--- src/rtl/execute_ldst_align_unit.sv ---
// Execute-stage load/store aligner: issues bus-aligned beats with lane masks and merges returned load data.
// Define EXE_LDST_MISALIGN_SPLIT_EN to split bus-crossing accesses into two beats; otherwise they fault.
module execute_ldst_align_unit #(
  parameter int P_DATA_W = 32,
  parameter int P_ADDR_W = 32,
  localparam int P_LANE_W = P_DATA_W / 8
) (
  input  logic                iCLOCK,
  input  logic                iRESET_SYNC,
  input  logic                iPREV_VALID,
  output logic                oPREV_BUSY,
  input  logic                iPREV_RW,
  input  logic [1:0]          iPREV_ORDER,
  input  logic [P_ADDR_W-1:0] iPREV_ADDR,
  input  logic [P_DATA_W-1:0] iPREV_DATA,
  output logic                oLDST_REQ,
  input  logic                iLDST_BUSY,
  output logic                oLDST_RW,
  output logic [P_ADDR_W-1:0] oLDST_ADDR,
  output logic [P_DATA_W-1:0] oLDST_DATA,
  output logic [P_LANE_W-1:0] oLDST_MASK,
  input  logic                iLDST_VALID,
  input  logic [P_DATA_W-1:0] iLDST_DATA,
  output logic                oNEXT_VALID,
  input  logic                iNEXT_BUSY,
  output logic [P_DATA_W-1:0] oNEXT_DATA,
  output logic                oNEXT_FAULT
);
  localparam int OFF_W = $clog2(P_LANE_W);

  typedef enum logic [2:0] {
    S_IDLE,
    S_REQ0,
    S_WAIT0,
    S_REQ1,
    S_WAIT1,
    S_DONE
  } state_t;

  state_t              state_q;
  logic                prevBusy_q;
  logic                ldstReq_q;
  logic                ldstRw_q;
  logic [P_ADDR_W-1:0] ldstAddr_q;
  logic [P_DATA_W-1:0] ldstData_q;
  logic [P_LANE_W-1:0] ldstMask_q;
  logic                nextValid_q;
  logic [P_DATA_W-1:0] nextData_q;
  logic                nextFault_q;
  logic                rw_q;
  logic [1:0]          order_q;
  logic [OFF_W-1:0]    off_q;
`ifdef EXE_LDST_MISALIGN_SPLIT_EN
  logic                split_q;
  logic [P_ADDR_W-1:0] secAddr_q;
  logic [P_LANE_W-1:0] secMask_q;
  logic [P_DATA_W-1:0] secData_q;
  logic [P_DATA_W-1:0] beat0_q;
  logic [P_DATA_W-1:0] data1_d;
`endif

  logic [OFF_W-1:0]    off_d;
  logic [P_LANE_W-1:0] mask0_d;
  logic [P_LANE_W-1:0] mask1_d;
  logic [P_DATA_W-1:0] data0_d;
  logic [P_ADDR_W-1:0] addrAlign_d;
  logic                legal_d;
  logic                split_d;

  // Byte-lane enables for an access size, wide enough to spill into the next bus word.
  function automatic logic [2*P_LANE_W-1:0] sizeLanes(input logic [1:0] ord);
    logic [2*P_LANE_W-1:0] m;
    for (int i = 0; i < 2*P_LANE_W; i++) m[i] = (i < (1 << ord));
    return m;
  endfunction

  function automatic logic [P_DATA_W-1:0] mergeLoad(input logic [2*P_DATA_W-1:0] beats,
                                                    input logic [OFF_W-1:0]      off,
                                                    input logic [1:0]            ord);
    logic [2*P_DATA_W-1:0] sh;
    logic [P_DATA_W-1:0]   bm;
    sh = beats >> {off, 3'b000};
    for (int i = 0; i < P_DATA_W; i++) bm[i] = (i < (8 << ord));
    return sh[P_DATA_W-1:0] & bm;
  endfunction

  always_comb begin
    off_d               = iPREV_ADDR[OFF_W-1:0];
    addrAlign_d         = {iPREV_ADDR[P_ADDR_W-1:OFF_W], {OFF_W{1'b0}}};
    legal_d             = (P_DATA_W == 64) || (iPREV_ORDER != 2'd3);
    {mask1_d, mask0_d}  = sizeLanes(iPREV_ORDER) << off_d;
    split_d             = |mask1_d;
`ifdef EXE_LDST_MISALIGN_SPLIT_EN
    {data1_d, data0_d}  = {{P_DATA_W{1'b0}}, iPREV_DATA} << {off_d, 3'b000};
`else
    data0_d             = iPREV_DATA << {off_d, 3'b000};
`endif
  end

  always_ff @(posedge iCLOCK) begin
    if (iRESET_SYNC) begin
      state_q     <= S_IDLE;
      prevBusy_q  <= 1'b0;
      ldstReq_q   <= 1'b0;
      ldstRw_q    <= 1'b0;
      ldstAddr_q  <= '0;
      ldstData_q  <= '0;
      ldstMask_q  <= '0;
      nextValid_q <= 1'b0;
      nextData_q  <= '0;
      nextFault_q <= 1'b0;
      rw_q        <= 1'b0;
      order_q     <= 2'd0;
      off_q       <= '0;
`ifdef EXE_LDST_MISALIGN_SPLIT_EN
      split_q     <= 1'b0;
      secAddr_q   <= '0;
      secMask_q   <= '0;
      secData_q   <= '0;
      beat0_q     <= '0;
`endif
    end else begin
      case (state_q)
        S_IDLE: begin
          if (iPREV_VALID) begin
            prevBusy_q <= 1'b1;
            rw_q       <= iPREV_RW;
            order_q    <= iPREV_ORDER;
            off_q      <= off_d;
`ifdef EXE_LDST_MISALIGN_SPLIT_EN
            split_q    <= split_d;
            secAddr_q  <= addrAlign_d + P_ADDR_W'(P_LANE_W);
            secMask_q  <= mask1_d;
            secData_q  <= data1_d;
`endif
            // Faulting requests never touch the bus and report straight away.
            if (!legal_d
`ifndef EXE_LDST_MISALIGN_SPLIT_EN
                || split_d
`endif
               ) begin
              state_q     <= S_DONE;
              nextValid_q <= 1'b1;
              nextFault_q <= 1'b1;
              nextData_q  <= '0;
            end else begin
              state_q     <= S_REQ0;
              nextFault_q <= 1'b0;
              ldstReq_q   <= 1'b1;
              ldstRw_q    <= iPREV_RW;
              ldstAddr_q  <= addrAlign_d;
              ldstMask_q  <= mask0_d;
              ldstData_q  <= data0_d;
            end
          end
        end
        S_REQ0: begin
          if (!iLDST_BUSY) begin
            ldstReq_q <= 1'b0;
            state_q   <= S_WAIT0;
          end
        end
        S_WAIT0: begin
          if (iLDST_VALID) begin
`ifdef EXE_LDST_MISALIGN_SPLIT_EN
            if (split_q) begin
              beat0_q    <= iLDST_DATA;
              state_q    <= S_REQ1;
              ldstReq_q  <= 1'b1;
              ldstAddr_q <= secAddr_q;
              ldstMask_q <= secMask_q;
              ldstData_q <= secData_q;
            end else
`endif
            begin
              state_q     <= S_DONE;
              nextValid_q <= 1'b1;
              nextData_q  <= rw_q ? '0 : mergeLoad({{P_DATA_W{1'b0}}, iLDST_DATA}, off_q, order_q);
            end
          end
        end
`ifdef EXE_LDST_MISALIGN_SPLIT_EN
        S_REQ1: begin
          if (!iLDST_BUSY) begin
            ldstReq_q <= 1'b0;
            state_q   <= S_WAIT1;
          end
        end
        S_WAIT1: begin
          if (iLDST_VALID) begin
            state_q     <= S_DONE;
            nextValid_q <= 1'b1;
            nextData_q  <= rw_q ? '0 : mergeLoad({iLDST_DATA, beat0_q}, off_q, order_q);
          end
        end
`endif
        S_DONE: begin
          if (!iNEXT_BUSY) begin
            nextValid_q <= 1'b0;
            prevBusy_q  <= 1'b0;
            state_q     <= S_IDLE;
          end
        end
        default: begin
          state_q <= S_IDLE;
        end
      endcase
    end
  end

  assign oPREV_BUSY  = prevBusy_q;
  assign oLDST_REQ   = ldstReq_q;
  assign oLDST_RW    = ldstRw_q;
  assign oLDST_ADDR  = ldstAddr_q;
  assign oLDST_DATA  = ldstData_q;
  assign oLDST_MASK  = ldstMask_q;
  assign oNEXT_VALID = nextValid_q;
  assign oNEXT_DATA  = nextData_q;
  assign oNEXT_FAULT = nextFault_q;

endmodule

--- config.mk ---
export PLATFORM = sky130hd
export DESIGN_NAME = execute_ldst_align_unit
export DESIGN_NICKNAME = d
export VERILOG_FILES = /design/src/rtl/execute_ldst_align_unit.sv
export SDC_FILE = /design/constraint.sdc
export NUM_CORES = 1
export LEC_CHECK = 0
export CAP_MARGIN = 40
export CELL_PAD_IN_SITES_DETAIL_PLACEMENT = 0
export CELL_PAD_IN_SITES_GLOBAL_PLACEMENT = 1
export CORE_UTILIZATION = 33
export DETAILED_ROUTE_END_ITERATION = 12
export PLACE_DENSITY = 0.95
export SLEW_MARGIN = 10
export SYNTH_ARGS = -nofsm -noshare
export SYNTH_HDL_FRONTEND = slang
export SYNTH_SLANG_ARGS = --single-unit
--- constraint.sdc ---
create_clock -name iCLOCK -period 3.81 [get_ports iCLOCK]
set_clock_uncertainty 0.1 [all_clocks]
set_input_delay 0.5715 -clock iCLOCK [delete_from_list [all_inputs] [get_ports iCLOCK]]
set_output_delay 0.5715 -clock iCLOCK [all_outputs]
set_load 0.01 [all_outputs]
* Word-level counts from Yosys, hierarchy flattened *
Cells that the tools add are included.

word-level totals
  flip-flop bits (word level) = 111
  input port bits = 105
  output and inout bits = 105
  logic and storage cells = 108

operators by class
  $lt $le $gt $ge = 40
  equal/unequal tests = 10
  shift-type cells = 5
  muxes and demuxes = 23
  bitwise operators = 2
  reduce and logical (&&, ||, !) cells = 15

operator list
  kind                                                                           count
  6-bit by 32-bit less-than comparator with 1-bit output (first input constant)  16
  4-bit by 32-bit less-than comparator with 1-bit output (first input constant)  8
  5-bit by 32-bit less-than comparator with 1-bit output (first input constant)  8
  3-bit by 32-bit less-than comparator with 1-bit output (first input constant)  4
  32-bit 2-to-1 mux                                                              4
  1-bit by 32-bit less-than comparator with 1-bit output (first input constant)  2
  2-bit by 32-bit less-than comparator with 1-bit output (first input constant)  2
  32-bit case mux with 2 select lines                                            1
  32-bit bitwise AND                                                             1
  1-bit by 2-bit left shift with 32-bit output (first input constant)            1
  32-bit by 5-bit left shift with 32-bit output                                  1
  4-bit by 2-bit left shift with 32-bit output (first input constant)            1
  32-bit by 5-bit >> shifter with 32-bit output                                  1
  3-bit 2-to-1 mux                                                               5
  2-bit != test (second input constant)                                          7
  3-bit case mux with 4 select lines                                             1
  4-bit AND reduction                                                            3
  1-bit 2-to-1 mux                                                               9
  8-bit by 2-bit left shift with 8-bit output                                    1
  3-bit AND reduction                                                            2
  2-bit nonzero test                                                             3
  5-bit AND reduction                                                            1
  1-bit case mux with 2 select lines                                             2
  4-bit OR reduction                                                             1
  10 further kinds                                                               10

* Longest topological paths before layout *
Gate-level depths: netlist (run 1).

  depth after elaboration = 8
  mapped depth = 7
  gate-level depth less buffers = 4

* Least setup slack after synthesis (run 1) *
OpenSTA, ideal clock, no wires.

  kind = input port to flip-flop
  start point = input iPREV_ADDR[1]
  end point = register nextData_q[5], in the netlist oNEXT_DATA[5]
  setup time = 123 ps
  arrival = 1691 ps
  data required time = 3587 ps
  setup slack = 1896 ps
  cell stages on the path = 6
  buffers on the path = 3
  cell sequence = clkbuf_1 nand2_1 a311o_1 buf_2 buf_4 mux2i_1

on the way
  cells in the longest elaborated chain, start to end = 5

ends and longest elaborated chain
  item                                         line  source
  from (decl)                                  14    input logic [P_ADDR_W-1:0] iPREV_ADDR,
  8-bit by 2-bit left shift with 8-bit output  91    {mask1_d, mask0_d} = sizeLanes(iPREV_ORDER) << off_d;
  4-bit OR reduction                           92    split_d = |mask1_d;
  1-bit logical OR                             137   if (!legal_d
  2-bit != test (no line)                      --
  4-bit AND reduction (no line)                --
  to (signal assigned)                         178   nextData_q <= rw_q ? '0 : mergeLoad({{P_DATA_W{1'b0}}, iLDST_DATA}, off_q, order_q);
  to (decl)                                    48    logic [P_DATA_W-1:0] nextData_q;

No other way between the ends.
A chain may end at the register's enable or synchronous reset.

* Final worst setup path (run 1) *
  start point = input iPREV_VALID
  end point = register ldstData_q[2], in the netlist oLDST_DATA[2]

on the way
  cells in the longest elaborated chain, start to end = 1

ends and longest elaborated chain
  item                           line  source
  from (decl)                    10    input logic iPREV_VALID,
  3-bit AND reduction (no line)  --
  to (signal assigned)           153   ldstData_q <= data0_d;
  to (decl)                      45    logic [P_DATA_W-1:0] ldstData_q;

No other way between the ends.

==> results.tsv, run 1 <==
metric	value	unit
clock_latency	0.35	ns
drt_iter0_drc	269	
outcome	finished with violations	
p_per_area	357	mW/mm^2
synthArstFlopShare	0	
syn_inst	587	
period_share	0.677	
rsz0062_at_grt	no	
io_pins	210	
synth_top_cell_by_area	dfxtp_1	
hpwl	10.7	mm
die_w	125	um
report.final.slew_viol_count	0	
cp.arrival	2.73	ns
seq_power_share	0.466	
grt-ovfl-total	0	
ys_seq_elements	111	
p_int	0.00193	W
start_util	0.342	
synthToLayoutAreaGrowth	48.5	%
syn_area	0.00503	sq mm
cts_root_buf	clkbuf_16	
cp_max_fo	23	
cts.sinks	111	
num_vias	4667	
critPathKind	primary input to flip-flop	
ys_top_cells_by_area	dfxtp_1 44%, mux2i_1 15%, nand2_1 14%	
grt_pass1_wl	23.6	mm
hold_buffers	0	
first_pass_iters	10	
post_cts_resized	0	
fin_crit	2.58	ns
min_to	oLDST_ADDR[17]$_SDFFE_PP0P_	
r2r_start	state_q[1]$_SDFFE_PP0P_	
setup_tns	0	ns
core	0.0147	sq mm
p_comb_frac	0.192	
ff2ff_setup_slack	1.41	ns
htreeDepth	3	
synthFlopType	dfxtp_1	
tightest_slew	0.813	ns
routed_wirelength	14.7	mm
antenna_found_initial	0	
drc	9	
min_from	oLDST_ADDR[17]$_SDFFE_PP0P_	
die_h	125	um
antenna_cells	0	
ys_seq_area_frac	0.442	
dieArea	0.0157	sq mm
fin_nets	875	
gr-usage-all-layers	0.189	
numCtsBuffers	9	
p_clk_frac	0.342	
avgSynthCellArea	8.57	sq um
reg2reg_depth	4	
drive_gt1_frac	0.0619	
report.final.hold_viol_count	0	
port_buffers	207	
utilization	0.508	
synth.distinct_cells	44	
ant_nets	0	
clk_path_buf_depth	2	
hold_path_class	flip-flop to flip-flop	
start_kind	primary input	
required	3.96	ns
maxCapViolCount	0	
grt_start_max_net_pins	66	
clk_pin_slew	0.08	ns
synth_top_area_share	0.442	
routabilityCongestion	0.781	
p_leak	2.74	nW
rows	44	
cts_setup_buffers	0	
max_slew_margin	0.458	
yosys_warnings	0	
wl_per_cell	15.3	um
setup_viol	0	
r2r-end	oLDST_DATA[2]$_SDFFE_PP0P_	
violations	DRC	
sw_frac_of_total	0.275	
fmax	0.387	GHz
peakVddDrop	0.210	mV
viasPerCell	4.87	
p_sw	0.000733	W
yosys-top-cells-count	182 x nand2_1, 111 x dfxtp_1, 73 x mux2i_1	
cts_tree	built	
yosysMostFrequentCell	nand2_1	
synth_edf_count	0	
min_delay_path_depth	2	
crit_path_end_kind	flip-flop	
grt_pass1_vias	4461	
## layout by cell type (no fill, tap or decap), drive strengths merged, types with 2 or more instances in the layout
master,count
a21o,2
a21oi,61
a22o,8
and3,2
buf,11
clkbuf,9
clkdlybuf4s50,205
clkinv,3
conb,2
dfxtp,111
inv,7
mux2,8
mux2i,73
nand2,182
nand2b,3
nand3,8
nand3b,10
nor2,10
nor3,4
nor4b,2
o211ai,11
o21ai,12
o2bb2ai,16
## worst max-delay path, stage by stage
cell             delay, ns
clkdlybuf4s50_1       0.52
nor4b_4               0.47
o211a_2               0.60
nor2_2                0.28
a22o_1                0.27
## routing by layer
layer | track usage | vias up | share of wire
met3 | 0.0633 | 9 | 0.073
met2 | 0.303 | 145 | 0.46
li1 | - | 2381 | -
met5 | 0 | - | 0
met4 | 0.0430 | 0 | 0.011
met1 | 0.244 | 2132 | 0.45
## metrics by stage
step / setup WS (ns) / area [sq um] / cells / total power [W] / hold WS [ns]
final: 1.23 / 7470 / 959 / 0.00267 / 0.353
after global routing: 1.03 / 7470 / 959 / 0.00280 / 0.371
after global placement: 0.897 / 7190 / 943 / 0.00178 / 0.339
after CTS: 1.25 / 7470 / 959 / 0.00270 / 0.355
after detailed placement: 0.871 / 7190 / 943 / 0.00178 / 0.345
after floorplan: 1.90 / 5040 / 588 / 0.00153 / 0.336
## how the worst max path moves through the flow
stage                   from                           to  slack [ns]
4_1_cts          iPREV_VALID   oLDST_DATA[2]$_SDFFE_PP0P_        1.25
5_1_grt          iPREV_VALID  oLDST_DATA[24]$_SDFFE_PP0P_        1.03
2_1_floorplan  iPREV_ADDR[1]   oNEXT_DATA[5]$_SDFFE_PP0P_        1.90
3_3_place_gp     iPREV_VALID   oLDST_DATA[2]$_SDFFE_PP0P_        0.90
6_report         iPREV_VALID   oLDST_DATA[2]$_SDFFE_PP0P_        1.23
3_5_place_dp     iPREV_VALID  oLDST_DATA[31]$_SDFFE_PP0P_        0.87
## registers in the layout, indices dropped and copies added, names as in the netlist
signal,flops
order_q,2
oLDST_DATA,32
off_q,2
oNEXT_FAULT,1
oLDST_ADDR,30
state_q,3
oPREV_BUSY,1
oLDST_MASK,4
oLDST_RW,1
oNEXT_DATA,32
oNEXT_VALID,1
oLDST_REQ,1
rw_q,1
## power by group through the flow
stage	logic [W]	registers, W	clock network (W)
2_1_floorplan	0.000255	0.00128	0
3_3_place_gp	0.000513	0.00127	0
3_5_place_dp	0.000515	0.00127	0
4_1_cts	0.000517	0.00124	0.000940
5_1_grt	0.000560	0.00125	0.000994
6_report	0.000513	0.00124	0.000911
## final cells by class
class | count | area [sq um]
clock buffer | 9 | 225
timing repair buffer | 216 | 2130
clock inverter | 7 | 60.1
fill | 1386 | 7230
multi-input combinational | 429 | 2590
tap | 184 | 230
sequential | 111 | 2220
inverter | 3 | 11.3
## cells by family after synthesis
kind of cell           synth area share
and+or+nand+nor                   0.203
AOI/OAI and AO/OA                 0.146
DFF                               0.442
muxes                             0.163
buffers and inverters            0.0455
other                          0.000745
No activity file was read; power rests on OpenSTA's default activity.
==> inputs of run 2 (changes only) <==
- CORE_UTILIZATION: 33 -> 28
- PLACE_DENSITY: 0.95 -> 0.89
- clock period: 3.81 -> 2.31 ns (I/O delays scaled with it)
==> run 2 against run 1 <==
Largest cell class unchanged. Via count rose by 2.7%. Non-clock buffer count increased by 14. Routed wire length up 4.9%. Count of clock-buffer cells in the layout unchanged. The run now ends clean. Die area rose by 18%. Clock power increased by 79%. Final cell count increased by 5.7%. Total power up 71%. Sequential share of layout area decreased by 0.88 points. Utilization decreased by 6.6 points.
==> results.tsv, run 2 (synthesis gave the netlist of run 1 again) <==
metric	value	unit	change
setup_viol	0		unchanged
wl_per_cell	15.2	um	-0.80%
cp.arrival	2.10	ns	-0.63 ns
cts.sinks	111		unchanged
sw_frac_of_total	0.273		-0.00244
tightest_slew	0.604	ns	-0.209 ns
clk_pin_slew	0.08	ns	about the same
instances_no_fill	1014		+5.7%
crit_path_end_kind	flip-flop		
fin_total_pwr	0.00457	W	+71%
dieArea	0.0185	sq mm	+18%
fin_nets	889		+1.6%
drive_gt1_frac	0.0786		+0.0166
start_kind	flip-flop		
routed_wirelength	15.4	mm	+4.9%
port_buffers	207		unchanged
num_vias	4795		+2.7%
final_common_cell	clkdlybuf4s50_1		
cts_setup_buffers	0		unchanged
core	0.0174	sq mm	+18%
r2r-end	oNEXT_DATA[4]$_SDFFE_PP0P_		
report.final.slew_viol_count	0		unchanged
start_util	0.289		-0.0534
p_leak	2.83	nW	+3.3%
p_sw	0.00124	W	+70%
grt_pass1_wl	24.0	mm	+1.5%
multi_input_comb_area	0.00259	sq mm	unchanged
finalWorstSetupSlack	0.396	ns	-0.833 ns
clk_path_buf_depth	2		unchanged
fin_crit	1.91	ns	
seq_power_share	0.447		-0.019
io_pins	210		unchanged
dp.cells	998		+5.8%
antenna_cells	0		unchanged
max_slew_margin	0.597		+0.138
hold_buffers	0		unchanged
hold_path_class	primary input to flip-flop		
p_int	0.00332	W	+72%
period_share	0.829		
endpoint	oNEXT_DATA[4]$_SDFFE_PP0P_		
setup_tns	0	ns	unchanged
grt-ovfl-total	0		unchanged
htreeDepth	3		unchanged
routabilityCongestion	0.787		+0.76%
viasPerCell	4.73		-2.8%
rsz0062_at_grt	no		
grt_start_max_net_pins	51		-23%
numCtsBuffers	9		unchanged
required	2.50	ns	-1.46 ns
cts_root_buf	clkbuf_16		
critPathKind	flip-flop to flip-flop		
p_clk_frac	0.356		+0.014
peakVddDrop	0.374	mV	+78%
rows	48		+9.1%
gr-usage-all-layers	0.167		-0.0220
fmax	0.522	GHz	
report.final.hold_viol_count	0		unchanged
final_cell_mix	205 x clkdlybuf4s50_1, 182 x nand2_1, 111 x dfxtp_1, 73 x mux2i_1, 61 x a21oi_1		
clock_latency	0.35	ns	about the same
maxCapViolCount	0		unchanged
die_h	136	um	+8.4%
regArea	0.00222	sq mm	unchanged
post_cts_resized	0		unchanged
synthToLayoutAreaGrowth	53.0	%	
p_comb_frac	0.197		+0.005
startpoint	state_q[2]$_SDFFE_PP0P_		
outcome	finished clean		
first_pass_iters	4		-6
die_w	136	um	+8.4%
p_per_area	593	mW/mm^2	+66%
place_ws	0.127	ns	-0.744 ns
reg2reg_depth	4		unchanged
cts_tree	built		
fill_cells	1728		+25%
ff2ff_setup_slack	0.40	ns	-1.01 ns
drc	0		-9
antenna_found_initial	0		unchanged
cp_max_fo	10		-57%
hpwl	11.3	mm	+5.6%
ant_nets	0		unchanged
r2r_start	state_q[2]$_SDFFE_PP0P_		
drt_iter0_drc	203		-25%
grt_pass1_vias	4598		+3.1%
[run 2: changes by cell type in the layout (fill, tap and decap cells not counted)]
cell / before / now
inv_8: 1 / 2
inv_6: 4 / 0
buf_12: 0 / 4
bufinv_16: 0 / 1
buf_4: 9 / 19
clkinvlp_4: 0 / 2
[run 2: worst min path at each step]
stage,from,endpoint,slack [ns],cells past startpoint
floorplan,order_q[0]$_SDFFE_PP0P_,order_q[0]$_SDFFE_PP0P_,0.34,2
global placement,oLDST_DATA[17]$_SDFFE_PP0P_,oLDST_DATA[17]$_SDFFE_PP0P_,0.34,2
detailed placement,oLDST_DATA[17]$_SDFFE_PP0P_,oLDST_DATA[17]$_SDFFE_PP0P_,0.35,2
CTS,iPREV_ADDR[0],off_q[0]$_SDFFE_PP0P_,0.18,3
global route,iPREV_ADDR[0],off_q[0]$_SDFFE_PP0P_,0.20,3
finish,iPREV_ADDR[0],off_q[0]$_SDFFE_PP0P_,0.19,3
[run 2: area by class of cell]
class,count,area share
multi-input cells,429,0.337
repair buffers,230,0.297
flip-flops and latches,111,0.289
well taps,225,0.0366
clock buffers,9,0.0293
clock inverters,7,0.0106
inverters,3,0.00146
[run 2: metrics by stage]
| stage | utilization | cell area (sq um) | hold slack, ns |
|---|---|---|---|
| detailed placement | 0.424 | 7390 | 0.345 |
| global placement | 0.424 | 7390 | 0.339 |
| CTS | 0.442 | 7700 | 0.185 |
| finish | 0.442 | 7700 | 0.194 |
| floorplan | - | 5040 | 0.336 |
| global route | 0.442 | 7700 | 0.196 |
[run 2: worst max-delay path: stages (launching register included)]
cell and delay [ns]:
dfxtp_1 0.42, or4b_4 0.62, nor2_2 0.36, o211ai_1 0.19, mux2i_1 0.15
[run 2: layer usage]
| metal | vias up | routed length [um] | track usage |
|---|---|---|---|
| li1 | 2411 | - | - |
| met1 | 2240 | 6920 | 0.205 |
| met2 | 133 | 7290 | 0.283 |
| met3 | 11 | 1060 | 0.0455 |
| met4 | 0 | 153 | 0.0500 |
| met5 | - | 0 | 0 |
[run 2: power groups by stage]
stage	Combinational, W	Sequential, W	Clock, W
after detailed placement	0.000902	0.00209	0
after floorplan	0.000421	0.00210	0
after CTS	0.000905	0.00204	0.00169
after global routing	0.000971	0.00205	0.00177
after global placement	0.000900	0.00208	0
final	0.000899	0.00204	0.00163
==> inputs of run 3 (changes only) <==
- clock period: 2.31 -> 1.6 ns (I/O delays scaled with it)
==> run 3 against run 2 <==
The flow now finishes with violations (setup timing). First-iteration DRC count grew 40%. Combinational power grew 87%. Utilization grew 5.9 points. Non-clock buffer count is 55 higher. Register-to-register slack got worse by 0.65 ns. Design area is 13% higher. Maximum frequency up 3.1%. Sequential share of layout area is 3.3 points lower. Critical path depth is 3 higher. Clock power grew 34%. Die area is the same. Via count up 7.1%. Critical path type unchanged.
==> results.tsv, run 3 (synthesis gave the netlist of run 1 again) <==
metric	value	unit	change
wl_per_cell	16.9	um	+11%
ant_nets	0		unchanged
rsz0062_at_grt	yes		
slowest_stage	a311o_2		
start_util	0.289		unchanged
report.final.hold_viol_count	0		unchanged
dieArea	0.0185	sq mm	unchanged
rows	48		unchanged
grt_start_max_net_pins	46		-9.8%
peakVddDrop	0.565	mV	+51%
cp_max_fo	6		-4
p_sw	0.00192	W	+54%
crit_path_end_kind	flip-flop		
cp.arrival	2.00	ns	-0.10 ns
required	1.74	ns	-0.76 ns
p_leak	4.39	nW	+55%
num_vias	5134		+7.1%
antenna_found_initial	2		+2
p_clk_frac	0.321		-0.035
fin_nets	945		+6.3%
setup_viol	104		+104
drc	0		unchanged
grt_pass1_wl	26.4	mm	+9.8%
path_cells	buf_6 > buf_4 > mux2i_2 > a311o_2 > buf_12 > clkbuf_16 > mux2i_1		
cts.sinks	111		unchanged
maxCapViolCount	0		unchanged
drt_iter0_drc	284		+40%
fin_crit	1.86	ns	-0.0572 ns
clk_path_buf_depth	2		unchanged
routabilityCongestion	0.831		+5.7%
max_slew_margin	0.654		+0.0572
io_pins	210		unchanged
final_cell_mix	157 x nand2_1, 112 x clkdlybuf4s50_1, 107 x dfxtp_1, 72 x mux2i_1, 52 x dlymetal6s2s_1		
final_common_cell	nand2_1		
cts_tree	built		
p_per_area	782	mW/mm^2	+32%
start_kind	flip-flop		
clk_pin_slew	0.08	ns	about the same
gr-usage-all-layers	0.186		+0.0188
hold_buffers	0		unchanged
p_comb_frac	0.246		+0.049
report.final.slew_viol_count	0		unchanged
first_pass_iters	4		unchanged
routed_wirelength	18.1	mm	+17%
sw_frac_of_total	0.281		+0.00872
viasPerCell	4.79		+1.4%
period_share	1.16		+0.332
drive_gt1_frac	0.204		+0.125
cts_root_buf	clkbuf_16		
die_w	136	um	unchanged
seq_power_share	0.433		-0.014
synthToLayoutAreaGrowth	73.3	%	
grt-ovfl-total	0		unchanged
p_int	0.00490	W	+48%
numCtsBuffers	9		unchanged
die_h	136	um	unchanged
hold_path_class	primary input to flip-flop		
finalWorstSetupSlack	-0.257	ns	-0.653 ns
hpwl	12.0	mm	+6.5%
core	0.0174	sq mm	unchanged
clock_latency	0.35	ns	about the same
utilization	0.501		+0.0588
outcome	finished with violations		
tightest_slew	0.519	ns	-0.0846 ns
fmax	0.538	GHz	+3.1%
grt_pass1_vias	4873		+6.0%
htreeDepth	3		unchanged
violations	setup timing		
placed_area	0.00766	sq mm	+3.7%
post-route-cell-area	0.00872	sq mm	+13%
critPathKind	flip-flop to flip-flop		
port_buffers	207		unchanged
cpPeakStageDelay	0.45	ns	-0.17 ns
[run 3: cell types whose count changed in the layout (fill, tap and decap cells not counted), moves of 10 or more]
| cell | change |
|---|---|
| a21oi_1 | -12 |
| a21oi_2 | +12 |
| buf_4 | +31 |
| buf_6 | +10 |
| clkdlybuf4s50_1 | -93 |
| dlygate4sd2_1 | +41 |
| dlymetal6s2s_1 | +52 |
| nand2_1 | -25 |
| nand2_2 | +15 |
| nand2_4 | +10 |
[run 3: metrics by stage]
step / setup WS [ns] / total power [W] / TNS (ns) / std cells / hold WS (ns)
after floorplan: -0.102 / 0.00368 / -3.03 / 588 / 0.273
after global placement: -0.393 / 0.00439 / -37.24 / 1031 / 0.338
after detailed placement: -0.426 / 0.00439 / -37.94 / 1031 / 0.344
after CTS: -0.153 / 0.00675 / -11.37 / 1062 / 0.0877
after global routing: -0.321 / 0.00714 / -25.30 / 1071 / 0.101
final: -0.257 / 0.00682 / -18.58 / 1071 / 0.105
[run 3: metal layers]
| layer | track usage | wire length, um | vias to the layer above |
|---|---|---|---|
| met4 | 0.0605 | 368 | 2 |
| li1 | - | - | 2534 |
| met3 | 0.0373 | 972 | 27 |
| met5 | 0 | 10 | - |
| met1 | 0.249 | 8190 | 2412 |
| met2 | 0.297 | 8560 | 159 |
[run 3: critical path: cells and delay by family (launching register included)]
family                 cells  cell delay, ns
multiplexers               2            0.27
flip-flops                 1            0.34
AO/OA/AOI/OAI              1            0.45
buffers and inverters      4            0.58
[run 3: timing repair]
action                                  in CTS  in global routing
pin swaps                                   24                 29
cloned                                       6                  3
gates resized for setup                     68                121
setup buffers                               10                  6
endpoints found under the setup margin     136                156
[run 3: cell type report]
type                    count  area (sq um)
multi-input cells         430          2890
clock buffers              11           243
well taps                 225           282
repair buffers            285          3020
diodes                      1          2.50
clock inverters             5          41.3
flip-flops and latches    111          2230
inverters                   3          11.3
fillers                  1632          8690
[run 3: power groups by stage]
| stage | combinational, W | clock [W] | sequential [W] |
|---|---|---|---|
| 3_3_place_gp | 0.00138 | 0 | 0.00300 |
| 5_1_grt | 0.00179 | 0.00238 | 0.00296 |
| 2_1_floorplan | 0.000639 | 0 | 0.00304 |
| 3_5_place_dp | 0.00139 | 0 | 0.00300 |
| 4_1_cts | 0.00154 | 0.00227 | 0.00294 |
| 6_report | 0.00168 | 0.00219 | 0.00295 |
[run 3: path summary, 6_finish.rpt]
| kind | startpoint | endpoint | slack (ns) | cells past startpoint |
|---|---|---|---|---|
| hold / removal | iPREV_ADDR[0] | off_q[0]$_SDFFE_PP0P_ | 0.11 | 3 |
| hold reg to reg | oLDST_ADDR[22]$_SDFFE_PP0P_ | oLDST_ADDR[22]$_SDFFE_PP0P_ | 0.35 | 2 |
| setup / recovery | state_q[1]$_SDFFE_PP0P_ | oNEXT_DATA[1]$_SDFFE_PP0P_ | -0.26 | 7 |
| setup reg to reg | state_q[1]$_SDFFE_PP0P_ | oNEXT_DATA[1]$_SDFFE_PP0P_ | -0.26 | 7 |
